### src/rtl/cic_interp_pdm.sv
// cic_interp_pdm: 3-stage CIC interpolator with gain shift and saturation,
// followed by a first-order delta-sigma modulator emitting one bit per clk.
module cic_interp_pdm #(
  parameter int IN_W  = 16,
  parameter int ACC_W = 48
) (
  input  logic            clk,
  input  logic            rst_n,
  input  logic [15:0]     interpolation_ratio,
  input  logic [5:0]      gain_shift,
  input  logic [IN_W-1:0] s_data,
  input  logic            s_valid,
  output logic            s_ready,
  output logic            s_clk,
  output logic            pdm_out,
  output logic            underrun
);

  localparam int CW = IN_W + 3;
  localparam int EW = IN_W + 2;

  localparam logic signed [ACC_W-1:0] Y_MAX =
    ACC_W'(2 ** (IN_W - 1) - 1);
  localparam logic signed [ACC_W-1:0] Y_MIN =
    ACC_W'(-(2 ** (IN_W - 1)));
  localparam logic signed [EW-1:0] FS_P =
    EW'(2 ** (IN_W - 1));
  localparam logic signed [EW-1:0] FS_N =
    EW'(-(2 ** (IN_W - 1)));

  logic [15:0] cnt_q, cnt_d;
  logic [15:0] r_q, r_d;
  logic [5:0]  sh_q, sh_d;
  logic        cfg_q, cfg_d;
  logic        rdy_q, rdy_d;
  logic        sclk_q, sclk_d;
  logic        und_q, und_d;
  logic        cen_q, cen_d;
  logic        uen_q, uen_d;
  logic        pdm_q, pdm_d;

  logic signed [IN_W-1:0]  x_q, x_d;
  logic signed [CW-1:0]    xd_q, xd_d;
  logic signed [CW-1:0]    c1d_q, c1d_d;
  logic signed [CW-1:0]    c2d_q, c2d_d;
  logic signed [CW-1:0]    c3_q, c3_d;
  logic signed [ACC_W-1:0] i1_q, i1_d;
  logic signed [ACC_W-1:0] i2_q, i2_d;
  logic signed [ACC_W-1:0] i3_q, i3_d;
  logic signed [EW-1:0]    e_q, e_d;

  logic [15:0] r_live;
  logic [15:0] r_eff;
  logic [15:0] r_nxt;
  logic [5:0]  sh_eff;
  logic        wrap;

  logic signed [CW-1:0]    x_ext;
  logic signed [CW-1:0]    c1;
  logic signed [CW-1:0]    c2;
  logic signed [CW-1:0]    c3;
  logic signed [ACC_W-1:0] u;
  logic signed [ACC_W-1:0] ysh;
  logic signed [IN_W-1:0]  y;
  logic signed [EW-1:0]    y_ext;
  logic signed [EW-1:0]    fb;
  logic                    b;

  // Until the first wrap latches a config, the live inputs run frame 0.
  always_comb begin
    r_live = (interpolation_ratio < 16'd2) ?
             16'd2 : interpolation_ratio;
    r_eff  = cfg_q ? r_q : r_live;
    sh_eff = cfg_q ? sh_q : gain_shift;
    wrap   = rdy_q;
    r_d    = r_q;
    sh_d   = sh_q;
    cfg_d  = cfg_q;
    cnt_d  = cnt_q + 16'd1;
    r_nxt  = r_eff;
    if (wrap) begin
      cnt_d = '0;
      r_d   = r_live;
      sh_d  = gain_shift;
      cfg_d = 1'b1;
      r_nxt = r_live;
    end
    rdy_d  = (cnt_d == r_nxt - 16'd1);
    sclk_d = sclk_q;
    if (wrap) begin
      sclk_d = 1'b1;
    end else if (cnt_d == (r_eff >> 1)) begin
      sclk_d = 1'b0;
    end
  end

  always_comb begin
    x_d   = x_q;
    und_d = und_q;
    cen_d = wrap;
    if (wrap) begin
      if (s_valid) begin
        x_d = s_data;
      end else begin
        und_d = 1'b1;
      end
    end
    x_ext = {{(CW-IN_W){x_q[IN_W-1]}}, x_q};
    c1    = x_ext - xd_q;
    c2    = c1 - c1d_q;
    c3    = c2 - c2d_q;
    xd_d  = xd_q;
    c1d_d = c1d_q;
    c2d_d = c2d_q;
    c3_d  = c3_q;
    if (cen_q) begin
      xd_d  = x_ext;
      c1d_d = c1;
      c2d_d = c2;
      c3_d  = c3;
    end
    uen_d = cen_q;
  end

  // Zero-stuffed comb output drives the clk-rate integrator chain.
  always_comb begin
    u = '0;
    if (uen_q) begin
      u = {{(ACC_W-CW){c3_q[CW-1]}}, c3_q};
    end
    i1_d = i1_q + u;
    i2_d = i2_q + i1_q;
    i3_d = i3_q + i2_q;
    ysh  = i3_q >>> sh_eff;
    if (ysh > Y_MAX) begin
      y = Y_MAX[IN_W-1:0];
    end else if (ysh < Y_MIN) begin
      y = Y_MIN[IN_W-1:0];
    end else begin
      y = ysh[IN_W-1:0];
    end
    y_ext = {{(EW-IN_W){y[IN_W-1]}}, y};
    b     = ~e_q[EW-1];
    fb    = b ? FS_P : FS_N;
    e_d   = e_q + y_ext - fb;
    pdm_d = b;
  end

  always_ff @(posedge clk or negedge rst_n) begin
    if (!rst_n) begin
      cnt_q  <= '0;
      r_q    <= '0;
      sh_q   <= '0;
      cfg_q  <= 1'b0;
      rdy_q  <= 1'b0;
      sclk_q <= 1'b0;
      und_q  <= 1'b0;
      cen_q  <= 1'b0;
      uen_q  <= 1'b0;
      pdm_q  <= 1'b0;
      x_q    <= '0;
      xd_q   <= '0;
      c1d_q  <= '0;
      c2d_q  <= '0;
      c3_q   <= '0;
      i1_q   <= '0;
      i2_q   <= '0;
      i3_q   <= '0;
      e_q    <= '0;
    end else begin
      cnt_q  <= cnt_d;
      r_q    <= r_d;
      sh_q   <= sh_d;
      cfg_q  <= cfg_d;
      rdy_q  <= rdy_d;
      sclk_q <= sclk_d;
      und_q  <= und_d;
      cen_q  <= cen_d;
      uen_q  <= uen_d;
      pdm_q  <= pdm_d;
      x_q    <= x_d;
      xd_q   <= xd_d;
      c1d_q  <= c1d_d;
      c2d_q  <= c2d_d;
      c3_q   <= c3_d;
      i1_q   <= i1_d;
      i2_q   <= i2_d;
      i3_q   <= i3_d;
      e_q    <= e_d;
    end
  end

  assign s_ready  = rdy_q;
  assign s_clk    = sclk_q;
  assign pdm_out  = pdm_q;
  assign underrun = und_q;

endmodule
### config.mk
export PLATFORM = sky130hd
export DESIGN_NAME = cic_interp_pdm
export DESIGN_NICKNAME = d
export VERILOG_FILES = /design/src/rtl/cic_interp_pdm.sv
export SDC_FILE = /design/constraint.sdc
export NUM_CORES = 1
export LEC_CHECK = 0
export BUFFER_PORTS_ARGS = -buffer_cell sky130_fd_sc_hd__clkbuf_2
export CAP_MARGIN = 20
export CORE_MARGIN = 4
export CORE_UTILIZATION = 59
export CTS_CLUSTER_DIAMETER = 100
export DETAILED_ROUTE_END_ITERATION = 7
export PLACE_DENSITY = 0.8
export SKIP_CTS_REPAIR_TIMING = 1
export SLEW_MARGIN = 20
export SYNTH_ARGS = -nofsm -noshare
export SYNTH_HDL_FRONTEND = slang
export SYNTH_SLANG_ARGS = --single-unit
### constraint.sdc
create_clock -name clk -period 6.1 [get_ports clk]
set_input_delay 0.61 -clock clk [delete_from_list [all_inputs] [get_ports clk]]
set_output_delay 0.61 -clock clk [all_outputs]
set_load 0.02 [all_outputs]
==> reports/summary.txt, run 1 <==
Status = completed
Register area share after synthesis = 0.3042
Period utilisation layout = 0.9580
Synth Warn # = 0
Post-Syn Instances = 2691
Skew final = 42.11 ps
Maximum capacitance violations = 0
Initial antenna violation count = 0
Clock-pin slew on the worst setup and hold paths = 60 ps
Max-slew violations = 0
FP Rows = 73
Routed vias/inst = 6.069
Syn nets = 2966
Crit-path max cell delay = 440 ps
RD Place Congestion = 0.9658
Worst vdd ir = 0.1608 mV
FF+latch count, synth = 293
Chip height = 210.1 microns
Slowest cell on crit path = or4_1
Power Dens Cells = 202.9 nW/um^2
# fillers = 3103
Antenna diodes = 0
Half-perimeter wire length after placement = 43.50 mm
Worst Hold Class = in2async
CP required = 6560 ps
Share of cells above drive strength 1 = 0.1150
Grt ovf = 0
Initial DRC count = 1355
H-Tree Depth = 2
Net load switching power = 1.603 mW
Worst-skew pair later-pin latency = 570 ps
Nets@finish = 3050
Sw Share = 0.2961
I/O Pins = 45
Main flop type after synthesis = dfrtp_1
Async set-reset flop share out of synthesis = 1.000
Post-Syn Area = 24100 sq um
Overall Power = 5.413 mW
Initial DRT Pass Iterations = 5
Worst EP arrival = 6300 ps
Register area = 7338 sq um
CTS root buf = clkbuf_16
Max-slew headroom = 0.4213
Setup violators final = 0
Avg Cell Area, Syn = 8.956 sq um
Area of the multi-input gates = 15800 sq um
CP max FO = 6
Number of synthesized flops with an enable pin = 0
Routed WL per cell = 17.29 microns
Flop pwr share = 0.383
Cell internal pwr = 3.810 mW
Initial Util = 0.6011
Antenna Nets Post-Route = 0
CTS tree = yes
Pin count of the biggest net entering global routing = 140
Die X = 210.1 microns
Gate power share = 0.218
Leakage Power = 13.35 nW
Fmax achieved = 171.1 MHz
Worst slew pin tran = 865.9 ps
TritonCTS buffer count = 36
Final min period = 5844 ps
Vias = 20.19k
Sink Count = 293
Total wire length = 57.52 mm
Area Growth Syn to Fin = 10.72%
Final Hold Fails = 0
Setup crit start kind = flip-flop
Clk pwr share = 0.399
Port Buffers = 44
Final Core Density = 0.6655
Total GRT Usage = 0.2547
Vias in the first global route = 20.23k
Core ar. = 40100 sq um
Drt drc = 0
Clock Path Buffers = 3
Die area = 44150 sq um
Distinct cell type count after synthesis = 85
Setup Crit Path Kind = reg2reg
First-pass GRT wire length = 95.75 mm
CP Capture Type = flip-flop
## cells in the mapped netlist (all sizes together) (18+ instances only)
cell type  count  area share
nand3         58       0.012
a31oi         18      0.0047
and2          37      0.0096
dfrtp        293        0.30
nor2         185       0.029
nand2b        39       0.010
o21ai        174       0.036
a21o          84       0.026
a211oi        28      0.0089
buf           36      0.0088
ha           227        0.12
a21oi        210       0.045
nor3          54       0.011
nor2b         38      0.0099
clkbuf        55      0.0086
inv          177       0.028
mux2          63       0.029
mux2i        176       0.076
nand4         26      0.0067
xor2          79       0.029
o21bai        21      0.0065
o21a          30      0.0093
and3          27      0.0070
xnor2        144       0.052
nand2        193       0.030
## per-stage QoR
stage | instance area (sq um) | setup slack [ps] | TNS, ps | hold WS [ps] | instances
floorplan | 24100 | 275.0 | 0 | 314.4 | 2691
global placement | 25290 | -133.5 | -181.7 | 436.7 | 3255
detailed placement | 25290 | -364.2 | -793.3 | 462.4 | 3255
CTS | 26480 | -260.6 | -469.7 | 53.68 | 3319
global route | 26680 | -89.18 | -172.2 | 90.27 | 3326
finish | 26680 | 256.1 | 0 | 43.20 | 3326
## area by class of cell
cell class                      instances  share of cell area
Timing Repair Buffer                  137             0.03878
Clock inverter                         16            0.007268
Clock buffer                           48             0.03733
Sequential cell                       293              0.2750
Tap cell                              525             0.02462
Inverter                              178             0.02504
Multi-Input combinational cell       2129              0.5920
## worst paths after layout
kind                            from  depth (start not counted)       end  slack (ps)
hold / removal                 rst_n                          1    e_q[0]          40
setup / recovery              x_q[0]                         27  c3_q[17]         260
max in group asynchronous      rst_n                          2     cen_q        4870
setup reg to reg              x_q[0]                         27  c3_q[17]         260
min in group clk           s_data[2]                          2    x_q[2]         260
hold reg to reg              c3_q[8]                          2   c3_q[8]         470
## flip-flops by register name, indices dropped and copies added (netlist names)
name and count:
i3_q 48, s_clk 1, i1_q 48, r_q 16
s_ready 1, cnt_q 16, cen_q 1, c1d_q 17
c3_q 19, e_q 18, uen_q 1, underrun 1
cfg_q 1, xd_q 16, pdm_out 1, x_q 16
sh_q 6, c2d_q 18, i2_q 48
## metal layers
metal	part of all wire	GRT usage
met1	0.43	0.3250
met2	0.49	0.4485
met3	0.050	0.03230
met4	0.031	0.08731
met5	0	0
## critical path: cells and delay by family, from the launching register on
kind	cells	cell delay (ps)
AOI/OAI and AO/OA	12	2440
adders and majority gates	4	1240
and+or+nand+nor	5	1040
DFF	1	390
muxes	1	250
buffers and inverters	3	200
xor gates and xnor gates	2	180
## cell usage in the layout (no fill, tap or decap), types with 17 or more instances in the layout
| cell | n |
|---|---|
| clkbuf_2 | 43 |
| a21oi_1 | 198 |
| mux2i_1 | 164 |
| nand3_1 | 58 |
| nor3_1 | 54 |
| buf_4 | 81 |
| xor2_1 | 79 |
| a31oi_1 | 17 |
| a211oi_1 | 27 |
| inv_1 | 177 |
| and3_1 | 27 |
| clkbuf_16 | 37 |
| nor2_1 | 185 |
| o21a_1 | 30 |
| a21o_1 | 84 |
| nand2_1 | 193 |
| o21bai_1 | 21 |
| xnor2_1 | 144 |
| o21ai_0 | 165 |
| nor2b_1 | 37 |
| and2_1 | 37 |
| or3_1 | 17 |
| ha_1 | 227 |
| dfrtp_1 | 290 |
| nand4_1 | 26 |
| mux2_2 | 63 |
| nand2b_1 | 39 |
## logic make-up after synthesis
| logic type | share of synthesized area |
|---|---|
| adder cells (fa/ha/maj) | 0.1237 |
| AO/OA/AOI/OAI | 0.1920 |
| AND/OR/NAND/NOR | 0.1405 |
| XOR/XNOR | 0.08104 |
| buffers and inverters | 0.04506 |
| multiplexers | 0.1135 |
| flip-flops | 0.3042 |
## power by group through the flow
stage	Combinational, mW	Clock [mW]	Sequential, mW
after floorplan	0.820	0	2.10
after global placement	1.08	0	2.11
after detailed placement	1.12	0	2.11
after CTS	1.13	2.21	2.07
after global routing	1.33	2.28	2.08
final	1.18	2.16	2.07
No activity file was read; power rests on OpenSTA's default activity.
==> run 2: changes to the inputs <==
CORE_UTILIZATION = 50   (was 59)
PLACE_DENSITY = 0.69   (was 0.8)
SLEW_MARGIN = not set   (was 20)
==> run 2 against run 1 <==
Sequential power about the same. Largest power group unchanged. Setup slack improved by 21 ps. Global-route usage down 3.9 points. Critical path type unchanged. Final area rose by 0.80%. Via count shrank 2.4%. Flip-flop and latch count is the same. Worst hold slack better by 210 ps. Maximum frequency increased by 0.36%.
==> reports/summary.txt, run 2 (same netlist as run 1, synthesis figures left out) <==
Initial antenna violation count = 0 (unchanged)
Nets@finish = 3043 (-0.23%)
Drt drc = 0 (unchanged)
Clk pwr share = 0.409 (+0.010)
Setup crit start kind = flip-flop
Pin count of the biggest net entering global routing = 183 (+31%)
Hold WS = 254.4 ps (+211.2 ps)
Sink Count = 293 (unchanged)
Die X = 227.5 microns (+8.3%)
Setup Crit Path Kind = reg2reg
Top delay family on crit path = compound AO/OA/AOI/OAI gates
Inst Count DP = 3332 (+2.4%)
Worst-skew pair later-pin latency = 580 ps (about the same)
Grt ovf = 0 (unchanged)
Clock Path Buffers = 3 (unchanged)
Commonest non-fill, non-tap cell in the layout = dfrtp_1
Maximum capacitance violations = 0 (unchanged)
Crit-path max cell delay = 600 ps (+160 ps)
RD Place Congestion = 0.9242 (-4.3%)
Total GRT Usage = 0.2162 (-0.03850)
Initial Util = 0.5058 (-0.09522)
Share of cells above drive strength 1 = 0.1170 (+0.001994)
Buffers & Inverters on Critical Path = 4 (+1)
Vias = 19.70k (-2.4%)
TritonCTS buffer count = 38 (+5.6%)
Fmax achieved = 171.7 MHz (+0.36%)
CTS tree = yes
Clock-pin slew on the worst setup and hold paths = 60 ps (about the same)
CP required = 6580 ps (+20 ps)
Area Growth Syn to Fin = 11.60%
Chip height = 227.5 microns (+8.3%)
Max-slew headroom = 0.3354 (-0.08595)
I/O Pins = 45 (unchanged)
FP Rows = 80 (+9.6%)
Setup violators final = 0 (unchanged)
Status = completed
Period utilisation layout = 0.9546 (-0.003413)
Dpl ws = -85.50 ps (+278.7 ps)
Initial DRT Pass Iterations = 6 (+1)
Worst setup margin = 276.9 ps (+20.82 ps)
Vias in the first global route = 19.45k (-3.9%)
Max-slew violations = 0 (unchanged)
Cell internal pwr = 3.875 mW (+1.7%)
Worst Hold Class = in2reg
Leakage Power = 13.33 nW (-0.18%)
# fillers = 4251 (+37%)
Flop pwr share = 0.379 (-0.004)
Port Buffers = 44 (unchanged)
H-Tree Depth = 2 (unchanged)
Worst vdd ir = 0.2494 mV (+55%)
Die area = 51780 sq um (+17%)
Skew final = 26.24 ps (-15.87 ps)
Antenna diodes = 0 (unchanged)
Largest regs = i1_q x48, i2_q x48, i3_q x48
Final Hold Fails = 0 (unchanged)
Sw Share = 0.2918 (-0.004303)
First-pass GRT wire length = 94.07 mm (-1.8%)
Initial DRC count = 1148 (-15%)
Power Dens Cells = 203.4 nW/um^2 (+0.28%)
Overall Power = 5.471 mW (+1.1%)
Gate power share = 0.212 (-0.006)
Most frequent cells in the layout = 290 x dfrtp_1, 227 x ha_1, 196 x a21oi_1
CP max FO = 12 (+6)
Routed vias/inst = 5.774 (-4.9%)
Slowest cell on crit path = mux4_1
CP Capture Type = flip-flop
Antenna Nets Post-Route = 0 (unchanged)
Final min period = 5823 ps (-20.82 ps)
Worst EP arrival = 6300 ps (about the same)
Routed WL per cell = 16.58 microns (-4.1%)
Total wire length = 56.57 mm (-1.7%)
Half-perimeter wire length after placement = 42.93 mm (-1.3%)
CTS root buf = clkbuf_16
Worst slew pin tran = 997.0 ps (+131.0 ps)
Core ar. = 47650 sq um (+19%)
Final non-filler cell total = 3411 (+2.6%)
Net load switching power = 1.596 mW (-0.39%)
-- run 2: power by group through the flow --
stage	sequential, mW	combinational, mW	clock [mW]
2_1_floorplan	2.10	0.820	0
3_3_place_gp	2.11	1.07	0
4_1_cts	2.08	1.11	2.30
3_5_place_dp	2.11	1.11	0
6_report	2.07	1.16	2.24
5_1_grt	2.08	1.31	2.39
-- run 2: worst register-to-register path, delay by kind of cell (launching register included) --
kind	cells	cell delay (ps)
DFF	1	480
adders and majority gates	2	460
buffers and inverters	4	660
and+or+nand+nor	3	590
muxes	4	1390
AOI/OAI and AO/OA	12	2040
xor gates and xnor gates	1	130
-- run 2: final timing paths --
| kind | depth (start not counted) | slack, ps | endpoint | startpoint |
|---|---|---|---|---|
| setup / recovery | 26 | 280 | e_q[16] | cfg_q |
| max in group asynchronous | 3 | 4220 | cen_q | rst_n |
| hold / removal | 2 | 250 | x_q[3] | s_data[3] |
| hold reg to reg | 1 | 460 | underrun | underrun |
| min in group asynchronous | 2 | 550 | e_q[8] | rst_n |
| setup reg to reg | 26 | 280 | e_q[16] | cfg_q |
-- run 2: layout make-up --
cell class              instances  area, sq um  area share
clock inverters                13        188.9    0.007024
multi-input cells            2129        15860      0.5895
flip-flops and latches        293         7338      0.2728
well taps                     615        769.5     0.02861
inverters                     178        668.1     0.02484
repair buffers                128         1001     0.03721
clock buffers                  55         1075     0.03996
-- run 2: metrics by stage --
step | setup TNS (ps) | util | instance area, sq um
global route | -1.852 | 0.5645 | 26900
detailed placement | -85.50 | 0.5317 | 25330
finish | 0 | 0.5645 | 26900
CTS | 0 | 0.5582 | 26600
global placement | 0 | 0.5317 | 25330
floorplan | 0 | - | 24100
-- run 2: metal layers --
metal	track usage	vias up	wire [microns]
met5	0	-	0
met4	0.05954	0	1248
met3	0.02708	88	2403
met2	0.3728	401	27160
met1	0.2880	9346	25760
li1	-	9861	-
